<file path="config.mk">
export PLATFORM = sky130hd
export DESIGN_NAME = mult_div_sched
export DESIGN_NICKNAME = d
export VERILOG_FILES = /design/src/rtl/mult_div_pkg.sv /design/src/rtl/md_op_fifo.sv /design/src/rtl/mult_div_sched.sv
export SDC_FILE = /design/constraint.sdc
export NUM_CORES = 1
export LEC_CHECK = 0
export BUFFER_PORTS_ARGS = -buffer_cell sky130_fd_sc_hd__buf_2
export CAP_MARGIN = 0
export CORE_UTILIZATION = 57
export DETAILED_ROUTE_END_ITERATION = 8
export HOLD_SLACK_MARGIN = 0.06
export PLACE_DENSITY = 0.79
export SLEW_MARGIN = 20
export SYNTH_ARGS = -nofsm -noshare
export SYNTH_HDL_FRONTEND = slang
export SYNTH_SLANG_ARGS = --single-unit
</file>
<file path="constraint.sdc">
create_clock -name clk -period 3.8 [get_ports clk]
set_clock_uncertainty 0.15 [all_clocks]
set_input_delay 0.76 -clock clk [delete_from_list [all_inputs] [get_ports clk]]
set_output_delay 0.76 -clock clk [all_outputs]
set_load 0.01 [all_outputs]
</file>
<file path="src/rtl/mult_div_pkg.sv">
// Shared types and constants for the multiply/divide issue scheduler.
// Optional feature macro: MULT_DIV_FASTPATH_EN (divide/remainder by zero resolved without the unit).
package mult_div_pkg;

  localparam int MD_ROB_DEPTH = 4;
  localparam int MD_TAG_W     = $clog2(MD_ROB_DEPTH);
  localparam int XLEN         = 32;

  typedef enum logic [1:0] {
    IDLE,
    ISSUE,
    WAIT,
    BCAST
  } sched_state_t;

  localparam logic [2:0] MUL_F3    = 3'b000;
  localparam logic [2:0] MULH_F3   = 3'b001;
  localparam logic [2:0] MULHSU_F3 = 3'b010;
  localparam logic [2:0] MULHU_F3  = 3'b011;
  localparam logic [2:0] DIV_F3    = 3'b100;
  localparam logic [2:0] DIVU_F3   = 3'b101;
  localparam logic [2:0] REM_F3    = 3'b110;
  localparam logic [2:0] REMU_F3   = 3'b111;

  typedef struct packed {
    logic [2:0]          funct3;
    logic [XLEN-1:0]     rs1;
    logic [XLEN-1:0]     rs2;
    logic [MD_TAG_W-1:0] tag;
  } md_op_t;

  // Architectural result of a divide/remainder by zero: quotient is all ones,
  // remainder is the dividend.
  function automatic logic [XLEN-1:0] div_by_zero_result(input md_op_t op);
    if (op.funct3 == REM_F3 || op.funct3 == REMU_F3) return op.rs1;
    return '1;
  endfunction

endpackage

</file>
<file path="src/rtl/md_op_fifo.sv">
// In-order pending-op queue: circular buffer with a count register and a
// synchronous clear that takes priority over push and pop.
module md_op_fifo
  import mult_div_pkg::*;
#(
  parameter int DEPTH = 4
) (
  input  logic   clk,
  input  logic   rst_n,
  input  logic   clear,
  input  logic   push,
  input  md_op_t push_op,
  input  logic   pop,
  output md_op_t head_op,
  output logic   full,
  output logic   empty
);

  localparam int PTR_W = $clog2(DEPTH);

  logic [PTR_W-1:0] wr_ptr;
  logic [PTR_W-1:0] rd_ptr;
  logic [PTR_W:0]   count;
  md_op_t           mem [DEPTH];

  logic do_push;
  logic do_pop;

  assign full    = (count == (PTR_W+1)'(DEPTH));
  assign empty   = (count == '0);
  assign do_push = push && !full;
  assign do_pop  = pop && !empty;
  assign head_op = mem[rd_ptr];

  // Pointer and occupancy bookkeeping; pointers wrap naturally at DEPTH.
  always_ff @(posedge clk or negedge rst_n) begin
    // NOTE: state uses non-blocking assignments so every flop samples the pre-edge values.
    if (!rst_n) begin
      wr_ptr <= '0;
      rd_ptr <= '0;
      count  <= '0;
    end else if (clear) begin
      wr_ptr <= '0;
      rd_ptr <= '0;
      count  <= '0;
    end else begin
      if (do_push) wr_ptr <= wr_ptr + 1'b1;
      if (do_pop)  rd_ptr <= rd_ptr + 1'b1;
      case ({do_push, do_pop})
        2'b10:   count <= count + 1'b1;
        2'b01:   count <= count - 1'b1;
        default: count <= count;
      endcase
    end
  end

  // Entry storage write port.
  always_ff @(posedge clk) begin
    // NOTE: storage has no reset; the count guards every read, so stale entries are never observed.
    if (do_push && !clear) mem[wr_ptr] <= push_op;
  end

endmodule

</file>
<file path="src/rtl/mult_div_sched.sv">
// Issue scheduler and result sequencer for the shared multi-cycle mul/div unit.
// Queues ops in order, issues one at a time with a start pulse, holds operands,
// captures the result and presents it to the CDB with a valid/ready handshake.
// Optional feature macro: MULT_DIV_FASTPATH_EN resolves DIV/DIVU/REM/REMU by
// zero in IDLE without starting the unit.
module mult_div_sched
  import mult_div_pkg::*;
#(
  parameter int ROB_DEPTH   = MD_ROB_DEPTH,
  parameter int QUEUE_DEPTH = 4
) (
  input  logic                         clk,
  input  logic                         rst_n,
  input  logic                         flush,
  input  logic                         req_valid,
  output logic                         req_ready,
  input  logic [2:0]                   req_funct3,
  input  logic [31:0]                  req_rs1_v,
  input  logic [31:0]                  req_rs2_v,
  input  logic [$clog2(ROB_DEPTH)-1:0] req_rob_tag,
  output logic                         unit_start,
  output logic [2:0]                   unit_funct3,
  output logic [31:0]                  unit_rs1_v,
  output logic [31:0]                  unit_rs2_v,
  output logic                         unit_flush,
  input  logic                         unit_done,
  input  logic [31:0]                  unit_result,
  output logic                         cdb_valid,
  input  logic                         cdb_ready,
  output logic [31:0]                  cdb_result,
  output logic [$clog2(ROB_DEPTH)-1:0] cdb_rob,
  output logic                         busy
);

  sched_state_t state_q;
  sched_state_t state_d;

  md_op_t      req_op;
  md_op_t      head_op;
  md_op_t      iss_op;
  logic [31:0] res_value;
  logic [$clog2(ROB_DEPTH)-1:0] res_tag;

  logic q_full;
  logic q_empty;
  logic q_push;
  logic q_pop;
  logic fast_hit;

  assign req_op = '{funct3: req_funct3, rs1: req_rs1_v, rs2: req_rs2_v, tag: req_rob_tag};

  // No same-cycle bypass: a full queue refuses even while it is being popped.
  assign req_ready = !q_full;
  assign q_push    = req_valid && req_ready && !flush;

`ifdef MULT_DIV_FASTPATH_EN
  assign fast_hit = head_op.funct3[2] && (head_op.rs2 == '0);
`else
  assign fast_hit = 1'b0;
`endif

  md_op_fifo #(
    .DEPTH (QUEUE_DEPTH)
  ) u_fifo (
    .clk     (clk),
    .rst_n   (rst_n),
    .clear   (flush),
    .push    (q_push),
    .push_op (req_op),
    .pop     (q_pop),
    .head_op (head_op),
    .full    (q_full),
    .empty   (q_empty)
  );

  // Next-state and pop decision; flush overrides every other event.
  always_comb begin
    // NOTE: defaults first so no path through the case leaves a signal unassigned (no latch).
    state_d = state_q;
    q_pop   = 1'b0;
    case (state_q)
      IDLE: begin
        if (!q_empty) begin
          q_pop   = 1'b1;
          state_d = fast_hit ? BCAST : ISSUE;
        end
      end
      ISSUE:   state_d = WAIT;
      WAIT:    if (unit_done) state_d = BCAST;
      BCAST:   if (cdb_ready) state_d = IDLE;
      default: state_d = IDLE;
    endcase
    if (flush) begin
      state_d = IDLE;
      q_pop   = 1'b0;
    end
  end

  // State register.
  always_ff @(posedge clk or negedge rst_n) begin
    if (!rst_n) state_q <= IDLE;
    else        state_q <= state_d;
  end

  // Issue registers: loaded on every pop and held until the next one.
  always_ff @(posedge clk or negedge rst_n) begin
    if (!rst_n)     iss_op <= '0;
    else if (q_pop) iss_op <= head_op;
  end

  // Result registers: captured from the unit in WAIT, or directly from the
  // head op on a fast-path pop.
  always_ff @(posedge clk or negedge rst_n) begin
    if (!rst_n) begin
      res_value <= '0;
      res_tag   <= '0;
    end else if (!flush) begin
      if (state_q == WAIT && unit_done) begin
        res_value <= unit_result;
        res_tag   <= iss_op.tag;
      end else if (q_pop && fast_hit) begin
        res_value <= div_by_zero_result(head_op);
        res_tag   <= head_op.tag;
      end
    end
  end

  assign unit_start  = (state_q == ISSUE) && !flush;
  assign unit_flush  = flush && (state_q == ISSUE || state_q == WAIT);
  assign unit_funct3 = iss_op.funct3;
  assign unit_rs1_v  = iss_op.rs1;
  assign unit_rs2_v  = iss_op.rs2;

  // A broadcast in the flush cycle still stands; it drops on the next cycle.
  assign cdb_valid  = (state_q == BCAST);
  assign cdb_result = res_value;
  assign cdb_rob    = res_tag;

  assign busy = !q_empty || (state_q != IDLE);

endmodule

</file>
; Word-level counts from Yosys, hierarchy flattened
; Memory sizes are Yosys's and may differ from the RTL's. A register that Yosys moved wholly into a read port is not among the register bits.
; Cells that the tools add are included.
; W data, S select, Z words.
[word_totals]
inputBits = 107
wordCells = 59
ramBits = 276
output_inout_bits = 106
memories = 1
reg_bits = 43
romBits = 0
latchBits = 0
[mem_list]
columns = memory, words, word_bits, read_ports, rd_ports_with_merged_regs, write_ports, line_no
row1 = u_fifo.mem, 4, 69, 1, 1, 1, md_op_fifo.sv:24  ; md_op_t mem [DEPTH];
[classes]
mul = 0
mux = 16
n_eq_ne = 9
n_reduce_logical = 22
bitwise_logic = 1
addsub = 4
shifts = 0
order_cmp = 0
div = 0
[ops]
columns = operator, n
row1 = $mux W2, 8
row2 = $logic_and A1 B1 Y1, 8
row3 = $pmux W2 S4, 1
row4 = $eq A2 B2 Y1 const B, 3
row5 = $ne A3 B3 Y1 const B, 2
row6 = $pmux W3 S2, 1
row7 = $reduce_bool A2 Y1, 3
row8 = $mux W1, 5
row9 = $add A2 B1 Y2 const B, 2
row10 = $eq A2 B1 Y1 const B, 2
row11 = $logic_not A1 Y1, 4
row12 = $add A3 B1 Y3 const B, 1
row13 = $eq A3 B3 Y1 const B, 1
row14 = $logic_not A3 Y1, 1
row15 = $mux W3, 1
row16 = $ne A3 B2 Y1 const B, 1
row17 = $reduce_and A3 Y1, 1
row18 = $reduce_bool A3 Y1, 1
row19 = $sub A3 B1 Y3 const B, 1
row20 = $logic_not A2 Y1, 1
row21 = $logic_or A1 B1 Y1, 2
row22 = $reduce_and A2 Y1, 1
row23 = $not A1 Y1, 1

; Logic depth before layout (Yosys ltp)
[logic_depth]
depth_word = 8
depth_mapped = 8
depth_no_buf = 7

; By module
; A second synthesis with hierarchy kept.
[unflattened]
cells_unflattened = 734
area_unflattened_um2 = 15102.0
[modules_own_cells]
columns = mod, instances, seq_area_each_um2, cells_per_inst, area_per_inst_um2
row1 = md_op_fifo, 1, 8463.1, 425, 10515.1
row2 = mult_div_sched, 1, 2627.5, 309, 4586.9

; Least setup slack after synthesis
; OpenSTA, ideal clock, no wires.
[synth_path]
path_kind = input port to flip-flop
start = input port req_valid
end = memory u_fifo.mem[2][0] (netlist name) (enable)
stages = 4
path_slack_ps = 302
setup_time_ps = 435
t_required_ps = 3215
arrival_ps = 2913
n_path_buf = 1
path_cell_list = buf_2 > inv_1 > nor3b_1 > and2_1
[synth_between]
elab_chain_len = 6
[synth_rtl]
columns = item, line_no
row1 = "start, declared", mult_div_sched.sv:15  ; input logic req_valid,
row2 = $logic_and A1 B1 Y1 (2 in series), mult_div_sched.sv:54  ; assign q_push = req_valid && req_ready && !flush;
row3 = $logic_and A1 B1 Y1, md_op_fifo.sv:31  ; assign do_push = push && !full;
row4 = $logic_and A1 B1 Y1, md_op_fifo.sv:60  ; if (do_push && !clear) mem[wr_ptr] <= push_op;
row5 = $mux W1, md_op_fifo.sv:60
row6 = $mux W1 (not written as such), md_op_fifo.sv:60
row7 = "end, declared", md_op_fifo.sv:24
; No other way between the ends.

; Worst setup path in the final report
[layout_path]
start = register state_q[0]
end = output port busy
[layout_between]
elab_chain_len = 2
[layout_rtl]
columns = item, line_no
row1 = "start, declared", mult_div_sched.sv:35  ; sched_state_t state_q;
row2 = "start signal, assigned", mult_div_sched.sv:102  ; else state_q <= state_d;
row3 = $reduce_bool A2 Y1, mult_div_sched.sv:139  ; assign busy = !q_empty || (state_q != IDLE);
row4 = $logic_or A1 B1 Y1, mult_div_sched.sv:139
row5 = "end, declared", mult_div_sched.sv:32  ; output logic busy
; No other way between the ends.

==> results.cfg <==
[timing]
max_freq_ghz = 0.366
setup_viol = 0
final.setup.tns_ns = 0
min_period_over_period_pct = 71.9
fin_crit_ns = 2.73
worstMarginPinSlew_ns = 1.05
rsz0062_at_grt = false
slew_violations = 0
hold_violations = 0
maxSlewHeadroom_pct = 30.1

[setup_path]
cp.arrival_ns = 1.82
end_kind = output pin
startpoint_type = register
path_class = reg2out
rrSetupSlack_ns = 1.11
critPathRequiredTime_ns = 2.89
cp_max_fo = 11

[final_layout]
layout_common_cells = 276 x edfxtp_1, 211 x buf_2, 110 x dfrtp_1, 103 x mux2_2, 69 x mux4_2
drive_gt1_share_pct = 50.1
fin_nets = 1016
nFillCells = 1696
syn_to_final_growth_pct = 14.9
final_area_um2 = 17300
final_core_util_pct = 66.5
final_common_cell = edfxtp_1

[clock_tree]
ctsLongestPathBuffers = 3
post_cts_buffers = 0
cts_buffers = 39
clock-sinks = 388
cts_resized = 0
holdBufCountCts = 0
clkSlewWorstSetupHoldPaths_ns = 0.06
ctsHtreeMaxLevel = 2
cts_tree = yes
clk_root_buffer_cell = clkbuf_16
clk-insertion-delay-late_ns = 0.52

[pwr]
p_switching_uw = 3400
p_leak_uw = 0.00646
seq_power_share_pct = 46.3
pwr-share-clk_pct = 29.6
p_int_uw = 9160
irDropWorstVdd_mv = 0.485
cellPowerDensity_nw_per_um2 = 727
sw_frac_of_total_pct = 27.1
p_comb_share_pct = 24.1
finalPower_uw = 12600

[run_status]
status = completed

[logic_synthesis]
syn_area_um2 = 15000
synthArstFlopShare_pct = 28.9
synth-edff-count = 276
synth_cells = 729
syn_nets = 845
synth-seq-cells = 388
postSynthAreaPerCell_um2 = 20.6
ys_types = 36
synthFlopType = edfxtp_1
yosys_warnings = 0
ys_seq_area_share_pct = 73.7

[global_route]
grt_pass1_wl_um = 41100
grt-ovfl-total = 0
met1_usage_pct = 26.6
grt_start_max_net_pins = 71
antenna_found_initial = 6
gr-usage-met2_pct = 35.9
grt.total_usage_pct = 20.6
gr-max-usage-layer = met2
grt_pass1_vias = 7233
grtUsageMet3_pct = 3.92

[die]
start_util_pct = 57.9
io_pins = 213
fp-row-count = 59
core-area_um2 = 26000
die-area_um2 = 27000
die_x_um = 164
die_y_um = 164

[detailed_routing]
drt_iter0_drc = 505
drt_pre_antenna_iters = 5
vias_per_cell = 5.56
wl_per_cell_um = 21.5
num_vias = 7071
drc = 0
wirelength_um = 27300
ant_nets = 0

[flow_run]
maxCapViolCount = 0

[hold_path]
hold_path_class = in2async

[placement]
dp_hpwl_um = 17300
placed_area_um2 = 16000
port_buffers = 212
place_congestion = 0.763
## power groups by stage
stage | sequential (uW) | combinational, uW | clock, uW
floorplan | 5770 | 2620 | 0
global placement | 5870 | 2980 | 0
detailed placement | 5900 | 3070 | 0
CTS | 5830 | 3080 | 3790
global route | 5920 | 3300 | 3950
finish | 5810 | 3020 | 3720
## worst paths after layout
| kind | cells past startpoint | start | endpoint |
|---|---|---|---|
| min reg2reg | 1 | cdb_result[0]$_DFFE_PN0P_ | cdb_result[0]$_DFFE_PN0P_ |
| max reg2reg | 4 | u_fifo.count[0]$_DFFE_PN0P_ | u_fifo.mem[2][46]$_DFFE_PP_ |
| min in group clk | 1 | req_rs1_v[30] | u_fifo.mem[2][64]$_DFFE_PP_ |
| min | 1 | rst_n | unit_rs2_v[10]$_DFFE_PN0N_ |
| max | 5 | state_q[0]$_DFFE_PN0P_ | busy |
| max in group asynchronous | 2 | rst_n | unit_rs1_v[1]$_DFFE_PN0N_ |
## metal layers
layer	wire (um)	share of wire, %
met2	14200	52
met3	1950	7.1
met5	0	0
met1	10600	39
met4	544	2.0
## sequential cells by signal, indices dropped and copies added (netlist names)
register	count
state_q	2
u_fifo.rd_ptr	2
u_fifo.mem	276
u_fifo.count	3
unit_rs2_v	32
u_fifo.wr_ptr	2
cdb_rob	2
unit_funct3	3
cdb_result	32
unit_rs1_v	32
iss_op	2
## layout make-up
| type | count | area (um2) | area share [%] |
|---|---|---|---|
| antenna | 6 | 15.0 | 0.0869 |
| inverter | 8 | 30.0 | 0.174 |
| multi-input combinational | 235 | 3190 | 18.5 |
| clock inverter | 16 | 144 | 0.833 |
| timing repair buffer | 228 | 1260 | 7.29 |
| sequential | 388 | 11100 | 64.2 |
| tap | 335 | 419 | 2.43 |
| clock buffer | 56 | 1120 | 6.49 |
## stage by stage
stage,cells,setup slack [ns],hold WS [ns]
2_1_floorplan,729,0.302,0.314
3_3_place_gp,1194,0.906,0.332
3_5_place_dp,1194,0.833,0.337
4_1_cts,1266,1.05,0.148
5_1_grt,1267,0.919,0.166
6_report,1272,1.07,0.129
## critical path, stage by stage (launching register included)
cell and delay, ns:
dfrtp_1 0.42, inv_1 0.10, ha_1 0.36, nor2b_1 0.22, nand2_1 0.07, buf_2 0.15
## cell usage after synthesis (2+ instances only)
cell | count | area (um2)
nand2_1 | 5 | 18.8
mux2_2 | 103 | 1160
nor2b_1 | 3 | 18.8
nand2b_1 | 3 | 18.8
dfrtp_1 | 112 | 2800
or3b_2 | 2 | 17.5
a21oi_1 | 4 | 20.0
nor2_1 | 8 | 30.0
edfxtp_1 | 276 | 8290
and2_1 | 6 | 37.5
xor2_1 | 3 | 26.3
xnor2_1 | 2 | 17.5
nor3_1 | 2 | 10.0
ha_1 | 8 | 100
inv_1 | 8 | 30.0
nand3b_1 | 2 | 15.0
buf_2 | 5 | 25.0
buf_6 | 14 | 158
buf_4 | 69 | 518
mux4_2 | 69 | 1550
nand3_1 | 2 | 10.0
clkbuf_1 | 9 | 33.8
## cell families after synthesis
logic type	count (synthesis)	share of synthesized area, %
XOR/XNOR	5	0.291
AO/OA/AOI/OAI	12	0.532
flip-flops	388	73.7
AND/OR/NAND/NOR	36	1.41
buffers and inverters	106	5.12
multiplexers	173	18.1
adder cells (fa/ha/maj)	9	0.799
(Power assumes the default switching activity.)
